===== config.mk =====
export PLATFORM = sky130hd
export DESIGN_NAME = aes_round_key_bank
export DESIGN_NICKNAME = d
export VERILOG_FILES = /design/src/rtl/aes_round_key_bank.sv
export SDC_FILE = /design/constraint.sdc
export NUM_CORES = 2
export LEC_CHECK = 0
export CAP_MARGIN = 20
export CORE_MARGIN = 1.5
export CORE_UTILIZATION = 46
export CTS_BUF_LIST = sky130_fd_sc_hd__clkbuf_8
export DETAILED_ROUTE_END_ITERATION = 16
export HOLD_SLACK_MARGIN = 0.1
export MAX_ROUTING_LAYER = met4
export SETUP_SLACK_MARGIN = 0.3
export SLEW_MARGIN = 20
export SYNTH_ARGS = -nofsm -noshare
export SYNTH_HDL_FRONTEND = slang
export SYNTH_SLANG_ARGS = --single-unit
export TNS_END_PERCENT = 10

===== constraint.sdc =====
create_clock -name clk -period 13.5 [get_ports clk]
set_clock_uncertainty 0.1 [all_clocks]
set_input_delay 2.7 -clock clk [delete_from_list [all_inputs] [get_ports clk]]
set_output_delay 2.7 -clock clk [all_outputs]
set_load 0.005 [all_outputs]

===== src/rtl/aes_round_key_bank.sv =====
// Multi-bank AES round-key store. Round keys arrive in BUS_W-wide beats and
// are written into one of NUM_BANKS banks. The active bank (key_idx) feeds the
// round core one registered 128-bit key per cycle. The active bank can only
// move to a bank that holds a complete key set, and only while the core is idle.
//
// Handshake: en_wr is a one-cycle write beat with no backpressure; every beat
// with en_wr=1 is consumed on that rising edge. switch_key is a one-cycle
// request that is answered either by a commit (immediately or deferred via
// switch_pending) or by a one-cycle switch_err_irq_pulse on the next cycle.
module aes_round_key_bank #(
  parameter int BUS_W      = 64,
  parameter int NUM_BANKS  = 2,
  parameter int NUM_ROUNDS = 11,
  localparam int BW = ($clog2(NUM_BANKS) > 1) ? $clog2(NUM_BANKS) : 1
) (
  input  logic                 clk,
  input  logic                 kill,
  input  logic                 en_wr,
  input  logic [BUS_W-1:0]     key_round_wr,
  input  logic [BW-1:0]        wr_bank,
  input  logic                 switch_key,
  input  logic [BW-1:0]        switch_idx,
  input  logic                 core_idle,
  input  logic [3:0]           rd_round,
  output logic [127:0]         rd_key,
  output logic [BW-1:0]        key_idx,
  output logic [NUM_BANKS-1:0] bank_valid,
  output logic                 wr_busy,
  output logic                 switch_pending,
  output logic                 wr_err_irq_pulse,
  output logic                 switch_err_irq_pulse
);

  localparam int BPR   = 128 / BUS_W;
  localparam int TOTAL = NUM_ROUNDS * BPR;
  localparam int CW    = $clog2(TOTAL);

  localparam logic [CW-1:0] LAST_BEAT = CW'(TOTAL - 1);
  localparam logic [3:0]    NR4       = 4'(NUM_ROUNDS);
  localparam logic [BW:0]   NB        = (BW+1)'(NUM_BANKS);

  localparam logic [0:0] SW_IDLE = 1'b0;
  localparam logic [0:0] SW_PEND = 1'b1;

  // Key storage, one BUS_W word per beat; a round key is BPR consecutive words.
  logic [BUS_W-1:0] mem [NUM_BANKS][TOTAL];

  logic [CW-1:0]  beat_cnt;
  logic [BW-1:0]  wr_tgt;
  logic           wr_discard;
  logic [0:0]     sw_state;
  logic [BW-1:0]  pend_idx;

  logic           first_beat;
  logic           first_bad;
  logic           wr_live;
  logic           mem_we;
  logic [BW-1:0]  mem_bank;
  logic           sw_ok;
  logic [127:0]   rd_next;

  // Write-set acceptance and switch legality, all from the pre-edge state.
  always_comb begin
    first_beat = en_wr && !wr_busy;
    first_bad  = (wr_bank == key_idx) ||
                 ((sw_state == SW_PEND) && (wr_bank == pend_idx)) ||
                 ({1'b0, wr_bank} >= NB);
    wr_live    = wr_busy && !wr_discard;
    mem_we     = !kill && en_wr && ((first_beat && !first_bad) || (!first_beat && wr_live));
    mem_bank   = first_beat ? wr_bank : wr_tgt;
    sw_ok      = ({1'b0, switch_idx} < NB) && bank_valid[switch_idx] &&
                 !(wr_live && (wr_tgt == switch_idx));
  end

  // Assemble the requested round key of the active bank (zero when not servable).
  always_comb begin
    rd_next = '0;
    if (bank_valid[key_idx] && (rd_round < NR4)) begin
      for (int i = 0; i < BPR; i++) begin
        rd_next[i*BUS_W +: BUS_W] = mem[key_idx][CW'(int'(rd_round) * BPR + i)];
      end
    end
  end

  // Storage write port; contents survive kill.
  always_ff @(posedge clk) begin
    if (mem_we) begin
      mem[mem_bank][beat_cnt] <= key_round_wr;
    end
  end

  // Control: write-set tracking, switch FSM, read register and irq pulses.
  always_ff @(posedge clk) begin
    if (kill) begin
      rd_key               <= '0;
      key_idx              <= '0;
      bank_valid           <= '0;
      wr_busy              <= 1'b0;
      wr_discard           <= 1'b0;
      wr_tgt               <= '0;
      beat_cnt             <= '0;
      sw_state             <= SW_IDLE;
      pend_idx             <= '0;
      wr_err_irq_pulse     <= 1'b0;
      switch_err_irq_pulse <= 1'b0;
    end else begin
      rd_key               <= rd_next;
      wr_err_irq_pulse     <= first_beat && first_bad;
      switch_err_irq_pulse <= 1'b0;

      if (en_wr) begin
        if (first_beat) begin
          wr_busy    <= 1'b1;
          wr_discard <= first_bad;
          wr_tgt     <= wr_bank;
          beat_cnt   <= CW'(1);
          if (!first_bad) begin
            bank_valid[wr_bank] <= 1'b0;
          end
        end else if (beat_cnt == LAST_BEAT) begin
          wr_busy    <= 1'b0;
          wr_discard <= 1'b0;
          beat_cnt   <= '0;
          if (!wr_discard) begin
            bank_valid[wr_tgt] <= 1'b1;
          end
        end else begin
          beat_cnt <= beat_cnt + CW'(1);
        end
      end

      if (sw_state == SW_IDLE) begin
        if (switch_key) begin
          if (!sw_ok) begin
            switch_err_irq_pulse <= 1'b1;
          end else if (switch_idx != key_idx) begin
            if (core_idle) begin
              key_idx <= switch_idx;
            end else begin
              pend_idx <= switch_idx;
              sw_state <= SW_PEND;
            end
          end
        end
      end else begin
        if (switch_key) begin
          switch_err_irq_pulse <= 1'b1;
        end
        if (core_idle) begin
          key_idx  <= pend_idx;
          sw_state <= SW_IDLE;
        end
      end
    end
  end

  assign switch_pending = (sw_state == SW_PEND);

endmodule

After elaboration in Yosys (flattened, before gate mapping)
Memories as Yosys holds them, arrays and structs flattened. A register that Yosys moved wholly into a read port is not among the register bits.
Index checks and enable logic that the tools add are counted.
{"block": "word_totals", "ff_bits": 143, "mem_bits_rw": 2816, "in_bits": 75, "output_inout_bits": 135, "elab_cells": 119, "memories": 1}
{"memory": "mem", "words": 2, "width": 1408, "rd": 1, "rd_ports_with_merged_regs": 1, "wr": 1, "line": "46", "rtl": "logic [BUS_W-1:0] mem [NUM_BANKS][TOTAL];"}
{"block": "op_classes", "add_sub_neg": 2, "magnitude_cmp": 11, "eq_ne": 9, "n_mux": 45, "bitwise": 9, "n_reduce_logical": 31}
{"op": "two-way mux 1408 bit", "count": 1}
{"op": "binary-select mux 64 bit (select 5 bit)", "count": 2}
{"op": "demux 64 bit (select 5 bit)", "count": 1}
{"op": "two-way mux 64 bit", "count": 5}
{"op": "two-way mux 1 bit", "count": 28}
{"op": "logical AND 1 bit", "count": 14}
{"op": ">= comparator 5 x 6 -> 1 bit (second input constant)", "count": 2}
{"op": "adder 5 x 1 -> 5 bit (second input constant)", "count": 2}
{"op": "two-way mux 5 bit", "count": 2}
{"op": "NOT 5 bit", "count": 2}
{"op": "AND reduction 5 bit", "count": 2}
{"op": "less-than comparator 1 x 2 -> 1 bit (second input constant)", "count": 4}
{"op": "two-way mux 2 bit", "count": 4}
{"op": "nonzero test 2 bit", "count": 4}
{"op": ">= comparator 6 bit (second input constant)", "count": 1}
{"op": "logical NOT 1 bit", "count": 6}
{"op": "less-than comparator 6 x 1 -> 1 bit (second input constant)", "count": 1}
{"op": "NOT 5 -> 6 bit", "count": 1}
{"op": "== test 5 bit (second input constant)", "count": 1}
{"op": "less-than comparator 4 bit (second input constant)", "count": 1}
{"op": "inequality test 2 bit (second input constant)", "count": 2}
{"op": "AND reduction 4 bit", "count": 1}
{"op": "== test 1 bit", "count": 3}
{"op": "inequality test 3 bit (second input constant)", "count": 1}
{"op": "11 further kinds", "count": 16}

Logic depth before layout (Yosys ltp)
{"block": "logic_depth", "word_depth": 10, "depth_mapped": 9, "mapped_depth_nobuf": 6}

Worst setup path before layout
No wires, ideal clock.
{"block": "synth_path", "path_type": "input to register", "startpoint": "input wr_bank", "endpoint": "memory mem[1][320] (netlist name), enable pin", "setup_ns": 0.487, "arrival_time_ns": 6.272, "required_ns": 12.913, "path_slack_ns": 6.642, "path_stages": 4, "n_path_buf": 0, "cell_sequence": "a21bo_2 o31ai_1 nand3_1 nor2_1"}
{"block": "synth_between", "elab_chain_len": 9, "word_cells_on_any_way": 11, "cone_classes": "eq/ne (2); mux (3); reduce/logical (6)"}
{"item": "start, declared", "line": "20", "rtl": "input logic [BW-1:0] wr_bank,"}
{"item": "== test 1 bit", "line": "66", "rtl": "((sw_state == SW_PEND) && (wr_bank == pend_idx)) ||"}
{"item": "logical AND 1 bit", "line": "66"}
{"item": "logical OR 1 bit", "line": "65", "rtl": "first_bad = (wr_bank == key_idx) ||"}
{"item": "logical NOT 1 bit"}
{"item": "logical AND 1 bit", "line": "69", "rtl": "mem_we = !kill && en_wr && ((first_beat && !first_bad) || (!first_beat && wr_live));"}
{"item": "logical OR 1 bit", "line": "69"}
{"item": "logical AND 1 bit", "line": "69"}
{"item": "two-way mux 1 bit", "line": "87", "rtl": "if (mem_we) begin"}
{"item": "two-way mux 1408 bit (not written as such)", "line": "88", "rtl": "mem[mem_bank][beat_cnt] <= key_round_wr;"}
{"item": "end, declared", "line": "46"}
Parallel ways exist; a longest one is shown, timed or not.

Worst setup path in the final report
{"block": "layout_path", "startpoint": "input en_wr", "endpoint": "memory mem[1][1338] (netlist name), enable pin"}
{"block": "layout_between", "elab_chain_len": 7, "word_cells_on_any_way": 10, "cone_classes": "mux (3); reduce/logical (7)"}
{"item": "start, declared", "line": "18", "rtl": "input logic en_wr,"}
{"item": "logical AND 1 bit", "line": "64", "rtl": "first_beat = en_wr && !wr_busy;"}
{"item": "logical NOT 1 bit", "line": "69"}
{"item": "logical AND 1 bit", "line": "69"}
{"item": "logical OR 1 bit", "line": "69"}
{"item": "logical AND 1 bit", "line": "69"}
{"item": "two-way mux 1 bit", "line": "87"}
{"item": "two-way mux 1408 bit (not written as such)", "line": "88"}
Parallel ways exist; a longest one is shown, timed or not.

==> impl_results.md <==
* Reg2Reg Setup Slack at 9.09 ns
* Synthesized area per cell at 20.18 sq um
* Register area share after synthesis at 78.62%
* Worst Hold Launch: wr_discard$_SDFFE_PP0P_
* Post-route antenna net violation count at 0
* Max IR drop VDD at 0.00008816 V
* Max_slew headroom at 24.12%
* Largest net degree at the start of global routing at 106
* Post-synthesis cell count at 5,512
* Starting DRT DRC Count at 6,374
* Crit-path max FO at 41
* Req. time, crit path at 14.10 ns
* Min cycle time layout at 6.163 ns
* EDFF count, synth at 2,816
* Worst stage delay on the critical path at 1.01 ns
* Area grow syn2layout at 13.71%
* Combinational family with the most area after synthesis: multiplexers
* Setup Viol. Count Final at 0
* Final Power at 0.01777 W
* Mapped cell area at 0.1112 sq mm
* DR DRC count at 0
* Number of setup buffers added after CTS at 0
* Post-Synth XOR/XNOR Area at 0.03150%
* Crit. Startpoint: en_wr
* Die ar. at 0.2447 sq mm
* RSZ-0062 raised after global routing: false
* Count of cell types in the netlist at 60
* I/O Pins at 210
* Async S/R FF share, synth at 0%
* Sink Count at 2,960
* Fin. max-slew vios at 0
* GP Congestion at 0.8193
* PD cells at 140.5 mW/mm^2
* FF+latch count, synth at 2,960
* Bufs on Longest Clock Path at 4
* MaxCap Viol Count at 0
* H-tree Lvls at 5
* Initial antenna violation count at 22
* Startpoint types: input port
* Yosys warnings at 0
* TritonCTS buffer count at 475
* Routed length per instance at 31.27 um
* Hold slack at 0.3881 ns
* Num rows at 180
* Post-synthesis adder-cell area fraction at 0.04500%
* Switching power at 0.003801 W
* Fmax at 0.1623 GHz
* Mux cell area share after synthesis at 13.88%
* Routed Wire Length at 302,000 um
* Design internal power at 0.01397 W
* Die Span X at 494.7 um
* Vias per cell at 5.921
* Worst r2r dst: rd_key[21]$_SDFF_PP0_
* Setup Crit Path Kind: in2reg
* Final hold vios at 0
* Starting Density at 46.24%
* Share of cells above drive strength 1 at 20.43%
* Clock transition at the registers of the reported paths at 0.07 ns
* Post-DP HPWL at 163,200 um
* Arrival time at the worst endpoint at 6.76 ns
* Crit path to: mem[1][1338]$_DFFE_PP_
* Hold Crit Class: reg2reg
* Primary FF master, synth: edfxtp_1
* First-pass GRT wire length at 427,100 um
* Floorplan core area at 0.2405 sq mm
* CTS tree: done
* CTS root buf: clkbuf_8
* Clk network pwr share at 40.6%
* First-pass DRT Iterations at 6
* CTS resizes at 0
* Hold-fix buffers at CTS at 0
* CP max-delay cell: nor2_4
* Fin crit share at 45.65%
* Post-Synth Simple-Gate Area at 2.465%
* Switching Share at 21.39%
* Worst Setup End Kind: flip-flop
* Compound-gate portion of the synthesized area at 3.390%
* Cell Chain, Critical Path: clkdlybuf4s50_1 > nand2b_1 > o31ai_1 > nand3_1 > nor2_4 > buf_4
* Status: finished, final reports clean
* Syn Nets at 5,591
* Worst Reg2Reg Path Length in Cells at 7
* Nets@finish at 6,155
* Setup tns final at 0 ns
* Leakage at 40.63 nW
* Vias in the first global route at 57,630
* Die H at 494.7 um
* Worst-Margin Slew at 1.138 ns
* Logic pwr share at 2.8%
* Worst-Skew Late Latency at 1.16 ns
* Seq pwr share at 56.6%
* I/O Buffers at 209
* Vias after detailed routing at 57,190
* Global Route Usage Sum at 25.35%
* Total gr overflow at 0
==> metal layers <==
| metal | up-vias | track usage, % | share of wire [%] |
|---|---|---|---|
| li1 | 23710 | - | - |
| met1 | 30360 | 34.86 | 42 |
| met2 | 2633 | 39.14 | 48 |
| met3 | 490 | 4.142 | 7.8 |
| met4 | 0 | 7.668 | 2.9 |
| met5 | - | - | 0 |
==> power groups by stage <==
stage | clock network [W] | registers, W | logic, W
floorplan | 0 | 0.0103 | 0.000213
global placement | 0 | 0.0103 | 0.000483
detailed placement | 0 | 0.0103 | 0.000493
CTS | 0.00735 | 0.0101 | 0.000493
global route | 0.00773 | 0.0101 | 0.000518
finish | 0.00722 | 0.0101 | 0.000491
==> cells by family (layout without fill, tap and decap cells) <==
family / after synthesis / count (layout)
compound gates: 565 / 565
xor+xnor: 4 / 4
fa+ha+maj: 4 / 4
buf+inv: 317 / 1267
flops: 2960 / 2960
mux: 1048 / 1048
other cells: 0 / 12
simple gates: 614 / 614
==> critical path, delay by kind of cell <==
| kind | cells | cell delay [ns] |
|---|---|---|
| AOI/OAI and AO/OA | 1 | 0.51 |
| buffers and inverters | 2 | 1.63 |
| and+or+nand+nor | 3 | 1.84 |
==> through the flow <==
stage                     instance area (sq um)  instances  utilization, %  setup slack [ns]
after CTS                                126400       9646           52.55             7.483
after global routing                     126400       9652           52.57             7.226
final                                    126500       9659           52.58             7.337
after floorplan                          111200       5512               -             6.642
after detailed placement                 117500       8783           48.84             6.292
after global placement                   117400       8781           48.82             6.280
==> area by class of cell <==
type,count,area [sq um]
multi-input combinational,2235,22500
fill,19090,114100
clock buffer,535,7363
sequential,2960,87450
tap,3185,3985
antenna,12,30.03
inverter,5,20.02
timing repair buffer,399,3541
clock inverter,328,1574
==> worst min path at each step <==
stage	endpoint	depth (start not counted)	slack, ns
3_3_place_gp	wr_discard$_SDFFE_PP0P_	2	0.37
5_1_grt	wr_discard$_SDFFE_PP0P_	2	0.41
2_1_floorplan	wr_discard$_SDFFE_PP0P_	2	0.35
6_report	wr_discard$_SDFFE_PP0P_	2	0.39
4_1_cts	wr_discard$_SDFFE_PP0P_	2	0.39
3_5_place_dp	wr_discard$_SDFFE_PP0P_	2	0.38
==> cell usage in the layout (no fill, tap or decap), types with 41 or more instances in the layout <==
cell                n
edfxtp_1         2816
mux2i_1           627
clkbuf_8          535
mux4_2            392
nor2_1            219
inv_1             217
clkdlybuf4s50_1   193
buf_4             184
nand2_1           177
o22ai_1           168
dfxtp_1           143
o21ai_0            99
nand3_1            82
clkinv_1           54
nor2_4             45
a21oi_1            43
a22oi_1            43
clkinv_2           42
a221oi_1           42
nand4_1            41
==> registers in the layout, indices dropped and copies added (netlist names), 2 cells and up, named ones only <==
signal	count
mem	2816
beat_cnt	5
bank_valid	2
rd_key	128
==> cells in the mapped netlist (4+ instances only) <==
cell	instances	area (sq um)
a21o_1	24	180.2
a21oi_1	43	215.2
a221oi_1	42	367.9
a22oi_1	43	322.8
a311o_1	20	200.2
a31oi_1	40	250.2
and2_1	4	25.02
buf_1	25	93.84
buf_2	117	585.6
buf_4	24	180.2
buf_6	20	225.2
buf_8	10	150.1
clkbuf_1	113	424.2
dfxtp_1	144	2883
edfxtp_1	2816	84560
ha_1	4	50.05
inv_1	5	18.77
mux2_2	28	315.3
mux2i_1	627	6276
mux4_2	392	8828
nand2_1	177	664.4
nand2b_1	5	31.28
nand3_1	83	415.4
nand3b_1	5	37.54
nand4_1	41	256.5
nor2_1	264	991.0
nor2b_1	5	31.28
nor3_1	5	25.02
o211ai_1	22	165.2
o21ai_0	99	495.5
o21ai_1	31	155.2
o22ai_1	168	1051
o22ai_2	21	262.8
xor2_1	4	35.03
Power figures use the tool's default switching activity.
